`config.mk`:
```
export PLATFORM = sky130hd
export DESIGN_NAME = ud_count_tracker
export DESIGN_NICKNAME = d
export VERILOG_FILES = /design/src/rtl/ud_count_tracker.sv
export SDC_FILE = /design/constraint.sdc
export NUM_CORES = 1
export LEC_CHECK = 0
export ABC_AREA = 1
export BUFFER_PORTS_ARGS = -buffer_cell sky130_fd_sc_hd__buf_2
export CORE_AREA = 2 2 47 92
export DETAILED_ROUTE_END_ITERATION = 16
export DIE_AREA = 0 0 49 94
export GPL_ROUTABILITY_DRIVEN = 1
export PLACE_DENSITY = 0.88
export SYNTH_ARGS = -nofsm -noshare
export SYNTH_HDL_FRONTEND = slang
export SYNTH_SLANG_ARGS = --single-unit
export TNS_END_PERCENT = 10
```
`constraint.sdc`:
```
create_clock -name Clk -period 9.3 [get_ports Clk]
set_clock_uncertainty 0.15 [all_clocks]
set_input_delay 1.86 -clock Clk [delete_from_list [all_inputs] [get_ports Clk]]
set_output_delay 1.86 -clock Clk [all_outputs]
set_load 0.005 [all_outputs]
```
`src/rtl/ud_count_tracker.sv`:
```
// Receive-side tracker for a mod-N up/down counter: recovers single steps and wraps,
// accumulates a signed position, and locks out on illegal transitions until cleared.
//
// state       | meaning
// ST_UNLOCKED | waiting for the first in-range sample to seed prev/Position
// ST_LOCKED   | following the counter one legal step at a time
// ST_ERROR    | illegal transition seen; samples ignored until clear_err
module ud_count_tracker #(
  parameter int MODULUS = 12,
  parameter int CW      = 4,
  parameter int POS_W   = 16
) (
  input  logic             Clk,
  input  logic             reset_n,
  input  logic             sample_en,
  input  logic [CW-1:0]    Count_in,
  input  logic             clear_err,
  output logic             locked,
  output logic             step_up,
  output logic             step_down,
  output logic             wrap_up,
  output logic             wrap_down,
  output logic             Direction,
  output logic [POS_W-1:0] Position,
  output logic             error
);

  typedef enum logic [1:0] {
    ST_UNLOCKED = 2'd0,
    ST_LOCKED   = 2'd1,
    ST_ERROR    = 2'd2
  } state_t;

  localparam logic [CW-1:0] MAX_CNT = CW'(MODULUS - 1);

  state_t           state_q, state_d;
  logic [CW-1:0]    prev_q, prev_d;
  logic [CW-1:0]    inc_prev, dec_prev;
  logic [POS_W-1:0] pos_q, pos_d;
  logic             dir_q, dir_d;
  logic             up_q, up_d, dn_q, dn_d;
  logic             wu_q, wu_d, wd_q, wd_d;
  logic             in_range;

  always_comb begin
    inc_prev = (prev_q == MAX_CNT) ? '0 : prev_q + 1'b1;
    dec_prev = (prev_q == '0) ? MAX_CNT : prev_q - 1'b1;
    in_range = (Count_in <= MAX_CNT);
  end

  always_comb begin
    state_d = state_q;
    prev_d  = prev_q;
    pos_d   = pos_q;
    dir_d   = dir_q;
    up_d    = 1'b0;
    dn_d    = 1'b0;
    wu_d    = 1'b0;
    wd_d    = 1'b0;
    case (state_q)
      ST_UNLOCKED: begin
        if (sample_en) begin
          if (in_range) begin
            prev_d  = Count_in;
            pos_d   = POS_W'(Count_in);
            state_d = ST_LOCKED;
          end else begin
            state_d = ST_ERROR;
          end
        end
      end
      ST_LOCKED: begin
        if (sample_en) begin
          if (!in_range) begin
            state_d = ST_ERROR;
          end else if (Count_in == prev_q) begin
            state_d = ST_LOCKED;
          end else if (Count_in == inc_prev) begin
            up_d   = 1'b1;
            wu_d   = (prev_q == MAX_CNT);
            pos_d  = pos_q + POS_W'(1);
            dir_d  = 1'b1;
            prev_d = Count_in;
          end else if (Count_in == dec_prev) begin
            dn_d   = 1'b1;
            wd_d   = (prev_q == '0);
            pos_d  = pos_q - POS_W'(1);
            dir_d  = 1'b0;
            prev_d = Count_in;
          end else begin
            state_d = ST_ERROR;
          end
        end
      end
      ST_ERROR: begin
        // clear_err wins over a same-cycle sample; relock needs a fresh sample
        if (clear_err) state_d = ST_UNLOCKED;
      end
      default: state_d = ST_UNLOCKED;
    endcase
  end

  always_ff @(posedge Clk) begin
    if (!reset_n) begin
      state_q <= ST_UNLOCKED;
      prev_q  <= '0;
      pos_q   <= '0;
      dir_q   <= 1'b0;
      up_q    <= 1'b0;
      dn_q    <= 1'b0;
      wu_q    <= 1'b0;
      wd_q    <= 1'b0;
    end else begin
      state_q <= state_d;
      prev_q  <= prev_d;
      pos_q   <= pos_d;
      dir_q   <= dir_d;
      up_q    <= up_d;
      dn_q    <= dn_d;
      wu_q    <= wu_d;
      wd_q    <= wd_d;
    end
  end

  assign locked    = (state_q == ST_LOCKED);
  assign error     = (state_q == ST_ERROR);
  assign step_up   = up_q;
  assign step_down = dn_q;
  assign wrap_up   = wu_q;
  assign wrap_down = wd_q;
  assign Direction = dir_q;
  assign Position  = pos_q;

endmodule
```
Word level (Yosys, flattened, before mapping)
Index checks and enable logic that the tools add are counted.

operators by class
  add/sub/neg operators = 4
  bitwise operators = 7
  mux-type cells = 31
  eq/ne operators = 15
  reduce and logical (&&, ||, !) cells = 11
  order comparisons = 1

operators by type and width
  kind                                                   number
  2-to-1 mux 16 bit                                      7
  2-to-1 mux 4 bit                                       9
  case mux 16 bit (2 select lines)                       1
  adder 16 x 1 -> 16 bit, second input constant          1
  2-to-1 mux 2 bit                                       8
  subtractor 16 x 1 -> 16 bit, second input constant     1
  == test 4 bit                                          3
  OR reduction 6 bit                                     2
  != test 2 bit, second input constant                   5
  AND reduction 5 bit                                    2
  != test 4 bit, second input constant                   2
  case mux 4 bit (2 select lines)                        1
  inverter 1 bit                                         7
  AND reduction 7 bit                                    1
  OR reduction 7 bit                                     1
  case mux 2 bit (3 select lines)                        1
  OR reduction 5 bit                                     1
  adder 4 x 1 -> 4 bit, second input constant            1
  == test 4 bit, second input constant                   1
  less-or-equal comparator 4 bit, second input constant  1
  logical NOT 4 bit                                      1
  2-to-1 mux 1 bit                                       4
  nonzero test 2 bit                                     2
  subtractor 4 x 1 -> 4 bit, second input constant       1
  other kinds (5)                                        5

word-level totals
  bits of input ports = 8
  word-level logic and storage cells = 77
  register bits after elaboration = 27
  output and inout port bits = 23

Logic depth before layout (Yosys ltp)
Gate-level depths: netlist of run 1.

  word-level depth = 9
  gate-level depth with buffers = 20
  mapped depth without buffers = 19

Least setup slack after synthesis of run 1
OpenSTA, ideal clock, no wires.

  kind = input to register
  start point = in Count_in[1]
  end point = reg pos_q[9], in the netlist Position[9]
  path slack = 5.217 ns
  library setup time = 0.132 ns
  stages = 16
  arrival = 3.800 ns
  cells stage by stage = xor2_1 -> nand3b_1 -> nor2_4 -> nand2_4 -> ha_1 -> nand2_1 -> o21ai_0 -> inv_1 -> o21bai_1 -> nand2_1 -> nand2_1 -> nand2_1 -> nand2_1 -> inv_1 -> nand2_1 -> a21oi_1

between the ends
  longest elaborated chain between the ends = 6
  elaborated cells between the ends (all ways) = 14
  those cells by class = 1 x order compare; 7 x eq/ne; 5 x mux; 1 x reduce/logical

ends and longest elaborated chain
  item                              RTL line  RTL
  start: declaration                16        input logic [CW-1:0] Count_in,
  == test 4 bit                     78        end else if (Count_in == inc_prev) begin
  2-to-1 mux 16 bit                 78
  2-to-1 mux 16 bit                 76        end else if (Count_in == prev_q) begin
  2-to-1 mux 16 bit                 74        if (!in_range) begin
  2-to-1 mux 16 bit                 73        if (sample_en) begin
  case mux 16 bit (2 select lines)  60        case (state_q)
  end signal: assignment            116       pos_q <= pos_d;
  end: declaration                  39        logic [POS_W-1:0] pos_q, pos_d;

Parallel ways exist; a longest one is shown, timed or not. The select of a mux whose other input is x is not followed.
A chain may end at the register's enable or synchronous reset.

Final worst setup path of run 1
Ends and elaborated chain as after synthesis.

==> reports/results.ini, run 1 <==
[status]
outcome=complete, no violations

[clock_tree]
clk_latency_ns=0.28
clkSinkCount=27
h-tree-depth=1
ctsResizeCount=0
cts_buffers=3
cts_buffer_depth=2
cts_tree=done
cts_setup_buffers=0
ctsHoldBuffers=0
clk_pin_slew_worst_paths_ns=0.10
ctsRootBufferMaster=clkbuf_8

[place]
place_ws_ns=4.75
gp_congestion=0.914
dpl_cell_area_mm2=0.00241
dp_hpwl_um=4530
io_buffers=30

[synth]
synth_flop_cell=dfxtp_1
async_flop_share_pct=0
synth_nets=373
synth_top_cell_area_share_pct=24.0
synth-edff-count=0
synthCells=347
synth_commonest_cells=97 x nand2_1, 39 x nor2_1, 38 x inv_1
synth_warnings=0
synth_top_area_cell=dfxtp_1
syn-cell-area_mm2=0.00226
ys_top_cells_by_area=dfxtp_1 24%, nand2_1 16%, ha_1 9.4%
synth_most_common_cell=nand2_1
syn_area_per_cell_um2=6.50
yosysUniqueCellTypes=34
ys_seq_elements=27
ys_seq_area_share_pct=24.0

[global_route]
grt.total_usage_pct=27.0
overflow=0
antenna_found_initial=0
grt_pass1_vias=2304
grt_max_degree=25
grt_pass1_wl_um=9740

[worst_setup_path]
critPathKind=in2reg
critPathLaunchType=input pin
cp_max_fo=20
required_ns=9.35
reg2reg_from=prev_q[0]
arrival_ns=4.41
critPathLaunch=Count_in[1]
crit_path_end_kind=register

[pwr]
leakage_nw=1.30
peakVddDrop_uv=133
p_per_area_mw_per_mm2=161

[die]
die_y_um=94
die_x_um=49
coreArea_mm2=0.00388
num_io_pins=31
dieArea_mm2=0.00461
rows=32
initial_utilization_pct=58.1

[min_path]
hp-class=reg2reg
hold_start=Position[4]

[final_layout]
layout.nets=401
diodes=0
fillers=401
stdcell_area_mm2=0.00246
final_layout_size_suffix_gt1_share_pct=13.1
area_growth_pct=8.93

[sta]
period_needed_ns=4.36
setup_tns_ns=0
maxSlewHeadroom_pct=59.3
setup_viol=0
hold_viol_final=0
rsz0062_at_grt=false
final_max_slew_viol_count=0
max_freq_mhz=229
worst_slack_ns=4.94
finalCritPeriodShare_pct=46.9
tightest_slew_ns=0.609

[detailed_routing]
viasPerCell=5.51
drtPass1Iterations=4
wl_um=5870
vias=2343
drc=0
wl_per_cell_um=13.8
drtAntennaViolNets=0
drt_iter0_drc=95

[flow_run]
drv_cap=0

-- final timing paths --
| check | slack, ns | end | cells past startpoint |
|---|---|---|---|
| min reg2reg | 0.34 | Position[4] | 2 |
| max | 4.94 | Position[9] | 16 |
| min | 0.34 | Position[4] | 2 |
| max reg2reg | 5.69 | Position[9] | 17 |
-- area by class of cell --
class	count	area, um^2	area share (%)
Clock inverter	1	5.00	0.204
Inverter	41	154	6.26
Timing Repair Buffer	30	150	6.11
Tap cell	51	63.8	2.60
Clock buffer	3	41.3	1.68
Multi-Input combinational cell	272	1500	61.2
Sequential cell	27	541	22.0
-- sequential cells by signal, indices dropped and copies added (netlist names) --
signal	count
Position	16
prev_q	4
state_q	2
Direction	1
step_down	1
step_up	1
wrap_down	1
wrap_up	1
-- layout by cell type, fill, tap and decap left out --
cell       count
nor3_1         6
ha_1          17
xnor2_1        3
nor2_4         2
nor2_1        39
nand3_2        1
or2_1          1
clkinv_2       1
o21ai_0       10
clkinv_1       2
nand4_1        3
fa_1           1
a21o_1         3
xor2_1        10
inv_1         38
a21oi_1       30
nand3b_1       3
nor4_1         2
nand2_4        4
a2111oi_0      1
dfxtp_1       27
or2_0          1
a211oi_1       1
o21ai_1        2
buf_2         30
o21bai_1       4
o21bai_2       5
a31oi_1        1
inv_2          1
nand2_1       97
nand3_1       22
a21boi_0       1
clkbuf_8       3
nand2_2        2
-- per-stage QoR --
step	total power [mW]	std cells	hold slack [ns]	util, %
4_1_cts	0.392	425	0.342	63.3
3_3_place_gp	0.316	421	0.318	62.1
2_1_floorplan	0.284	347	0.322	-
3_5_place_dp	0.322	421	0.327	62.1
5_1_grt	0.427	425	0.365	63.3
6_report	0.396	425	0.338	63.3
-- worst max-delay path, cell delays in order --
cell and delay (ns):
buf_2 0.13, xor2_1 0.18, nand3b_1 0.20, nor2_4 0.13, nand2_4 0.19, ha_1 0.44, nand2_1 0.08, o21ai_0 0.32
inv_1 0.07, o21bai_1 0.28, nand2_1 0.12, nand3b_1 0.10, nand2_1 0.05, inv_1 0.04, nand2_1 0.04, a21oi_1 0.16
-- layer usage --
layer	track usage, %	part of all wire, %	vias up
li1	-	-	1174
met2	53.7	55	78
met3	2.07	3.0	36
met4	21.7	6.4	0
met1	23.7	35	1055
met5	0	0	-
-- cell families (layout without fill, tap and decap cells) --
kind of cell | Yosys count | after routing | share of synthesized area [%]
simple gates | 183 | 183 | 35.8
compound gates | 58 | 58 | 15.5
buf+inv | 48 | 75 | 9.43
flops | 27 | 27 | 24.0
fa+ha+maj | 18 | 18 | 10.3
xor+xnor | 13 | 13 | 5.05
-- power by group --
group,total [mW],switching [mW],leakage [nW],internal [mW]
combinational,0.194,0.124,1.06,0.0696
sequential,0.132,0.00952,0.220,0.122
clock,0.0703,0.0401,0.0255,0.0301
No activity file was read; power rests on OpenSTA's default activity.
==> run 2: changes to the inputs <==
--- a/config.mk
+++ b/config.mk
@@ -7,11 +7,11 @@
 export LEC_CHECK = 0
 export ABC_AREA = 1
 export BUFFER_PORTS_ARGS = -buffer_cell sky130_fd_sc_hd__buf_2
-export CORE_AREA = 2 2 47 92
+export CORE_AREA = 2 2 48 94
 export DETAILED_ROUTE_END_ITERATION = 16
-export DIE_AREA = 0 0 49 94
+export DIE_AREA = 0 0 50 96
 export GPL_ROUTABILITY_DRIVEN = 1
-export PLACE_DENSITY = 0.88
+export PLACE_DENSITY = 0.85
 export SYNTH_ARGS = -nofsm -noshare
 export SYNTH_HDL_FRONTEND = slang
 export SYNTH_SLANG_ARGS = --single-unit
==> constraint.sdc (replaced) <==
create_clock -name Clk -period 4.5 [get_ports Clk]
set_clock_uncertainty 0.15 [all_clocks]
set_input_delay 0.9 -clock Clk [delete_from_list [all_inputs] [get_ports Clk]]
set_output_delay 0.9 -clock Clk [all_outputs]
set_load 0.005 [all_outputs]
==> run 2 against run 1 <==
Net effect:
- register-to-register slack lost 4.8 ns
- die area grew 4.2%
- combinational power grew 100%
- largest cell class unchanged
==> reports/results.ini, run 2 (synthesis results as in run 1) <==
[global_route]
grt_max_degree=25  ; unchanged
antenna_found_initial=0  ; unchanged
overflow=0  ; unchanged
grt.total_usage_pct=25.0  ; -2.1 points
grt_pass1_vias=2263  ; -1.8%
grt_pass1_wl_um=9240  ; -5.2%

[worst_setup_path]
required_ns=4.55  ; -4.80 ns
arrival_ns=3.62  ; -0.79 ns
cp_common_cell=nand2_1
max_stage_delay_ns=0.51  ; +0.07 ns
crit_path_cell_trace=inv_1 -> ha_1 -> xor2_1 -> nand3b_1 -> nor2_4 -> nand2_4 -> ha_1 -> nand2_1 -> o21ai_0 -> inv_1 -> o21bai_1 -> nand2_1 -> nand3b_1 -> nand2_1 -> inv_1 -> nand2_1 -> a21oi_1
critPathKind=reg2reg
critical_path.top_delay_family=simple AND/OR/NAND/NOR gates
r2r_cells=17  ; unchanged
crit_path_end_kind=register
ff2ff_setup_slack_ns=0.93  ; -4.76 ns
cp_max_fo=20  ; unchanged
reg2reg_from=prev_q[0]
reg2reg_to=Position[9]
path_buf_inv=3  ; unchanged
critPathSlowestCell=dfxtp_1
critPathLaunchType=register

[sta]
rsz0062_at_grt=false
setup_tns_ns=0  ; unchanged
setup_viol=0  ; unchanged
max_freq_mhz=280
period_needed_ns=3.57
maxSlewHeadroom_pct=62.5  ; +3.2 points
worst_hold_slack_ns=0.339  ; +0.00151 ns
tightest_slew_ns=0.560  ; -0.0485 ns
finalCritPeriodShare_pct=79.2
final_max_slew_viol_count=0  ; unchanged
hold_viol_final=0  ; unchanged

[die]
die_x_um=50  ; +2.0%
dieArea_mm2=0.00480  ; +4.2%
initial_utilization_pct=55.2  ; -2.9 points
num_io_pins=31  ; unchanged
coreArea_mm2=0.00409  ; +5.3%
rows=33  ; +3.1%
die_y_um=96  ; +2.1%

[clock_tree]
clkSinkCount=27  ; unchanged
cts_buffer_depth=2  ; unchanged
ctsRootBufferMaster=clkbuf_8
clk_pin_slew_worst_paths_ns=0.11  ; about the same
cts_buffers=3  ; unchanged
cts_tree=done
cts_setup_buffers=0  ; unchanged
h-tree-depth=1  ; unchanged
ctsResizeCount=0  ; unchanged
clk_latency_ns=0.28  ; about the same
ctsHoldBuffers=0  ; unchanged

[place]
dpl_cell_area_mm2=0.00241  ; about the same
gp_congestion=0.921  ; +0.78%
io_buffers=30  ; unchanged
dp_hpwl_um=4460  ; -1.6%
dp.cells=422  ; +0.24%

[min_path]
min_to=Position[12]
hp-class=reg2reg
hold_start=Position[12]
whs_path_depth=2  ; unchanged

[final_layout]
largest_reg_flops=16  ; unchanged
layout.nets=401  ; unchanged
final_cells=426  ; +0.24%
mostFrequentLayoutCell=nand2_1
multiInputGateArea_mm2=0.00150  ; unchanged
final_cell_mix=97 x nand2_1, 39 x nor2_1, 38 x inv_1
area_growth_pct=9.10
final_layout_size_suffix_gt1_share_pct=13.1  ; unchanged
fillers=428  ; +6.7%
stdcell_area_mm2=0.00246  ; +0.15%
regArea_um2=541  ; unchanged
diodes=0  ; unchanged

[detailed_routing]
wl_per_cell_um=13.3  ; -3.8%
drc=0  ; unchanged
viasPerCell=5.44  ; -1.3%
drtAntennaViolNets=0  ; unchanged
drtPass1Iterations=4  ; unchanged
vias=2318  ; -1.1%
drt_iter0_drc=93  ; -2.1%
wl_um=5660  ; -3.5%

[pwr]
p_per_area_mw_per_mm2=331  ; +110%
peakVddDrop_uv=216  ; +62%
leakage_nw=1.30  ; -0.29%

[flow_run]
drv_cap=0  ; unchanged

[status]
outcome=complete, no violations

## run 2: worst max path at each step
| stage | to | from | depth (start not counted) | slack [ns] |
|---|---|---|---|---|
| 5_1_grt | Position[9] | prev_q[0] | 17 | 0.54 |
| 3_3_place_gp | Position[9] | Count_in[1] | 16 | 0.98 |
| 3_5_place_dp | Position[9] | Count_in[1] | 16 | 0.89 |
| 6_report | Position[9] | prev_q[0] | 17 | 0.93 |
| 2_1_floorplan | Position[9] | Count_in[1] | 16 | 1.38 |
| 4_1_cts | Position[9] | prev_q[0] | 17 | 0.97 |
## run 2: through the flow
stage,util (%),total power [mW],worst slack [ns]
after floorplan,-,0.587,1.38
after global placement,59.0,0.661,0.985
after detailed placement,59.0,0.666,0.892
after CTS,60.2,0.814,0.973
after global routing,60.2,0.881,0.543
final,60.2,0.815,0.934
## run 2: layout make-up
cell class / count / area share [%]
Multi-Input combinational cell: 272 / 61.1
Sequential cell: 27 / 22.0
Inverter: 41 / 6.25
Timing Repair Buffer: 30 / 6.10
Tap cell: 52 / 2.64
Clock buffer: 3 / 1.68
Clock inverter: 1 / 0.305
## run 2: metal layers
| layer | share of wire (%) | wire [um] | up-vias | global-route usage [%] |
|---|---|---|---|---|
| met5 | 0 | 0 | - | 0 |
| met4 | 5.3 | 303 | 0 | 18.1 |
| met3 | 2.5 | 139 | 20 | 2.02 |
| met2 | 57 | 3240 | 59 | 50.7 |
| met1 | 35 | 1980 | 1059 | 21.5 |
| li1 | - | - | 1180 | - |
## run 2: power breakdown
| group | switching (mW) | internal (mW) |
|---|---|---|
| logic | 0.254 | 0.143 |
| registers | 0.0191 | 0.252 |
| clock network | 0.0840 | 0.0630 |
## run 2: tightest hold or removal path, stage by stage (launching register included)
cell and delay (ns):
dfxtp_1 0.34, nand2_1 0.06, a21oi_1 0.05
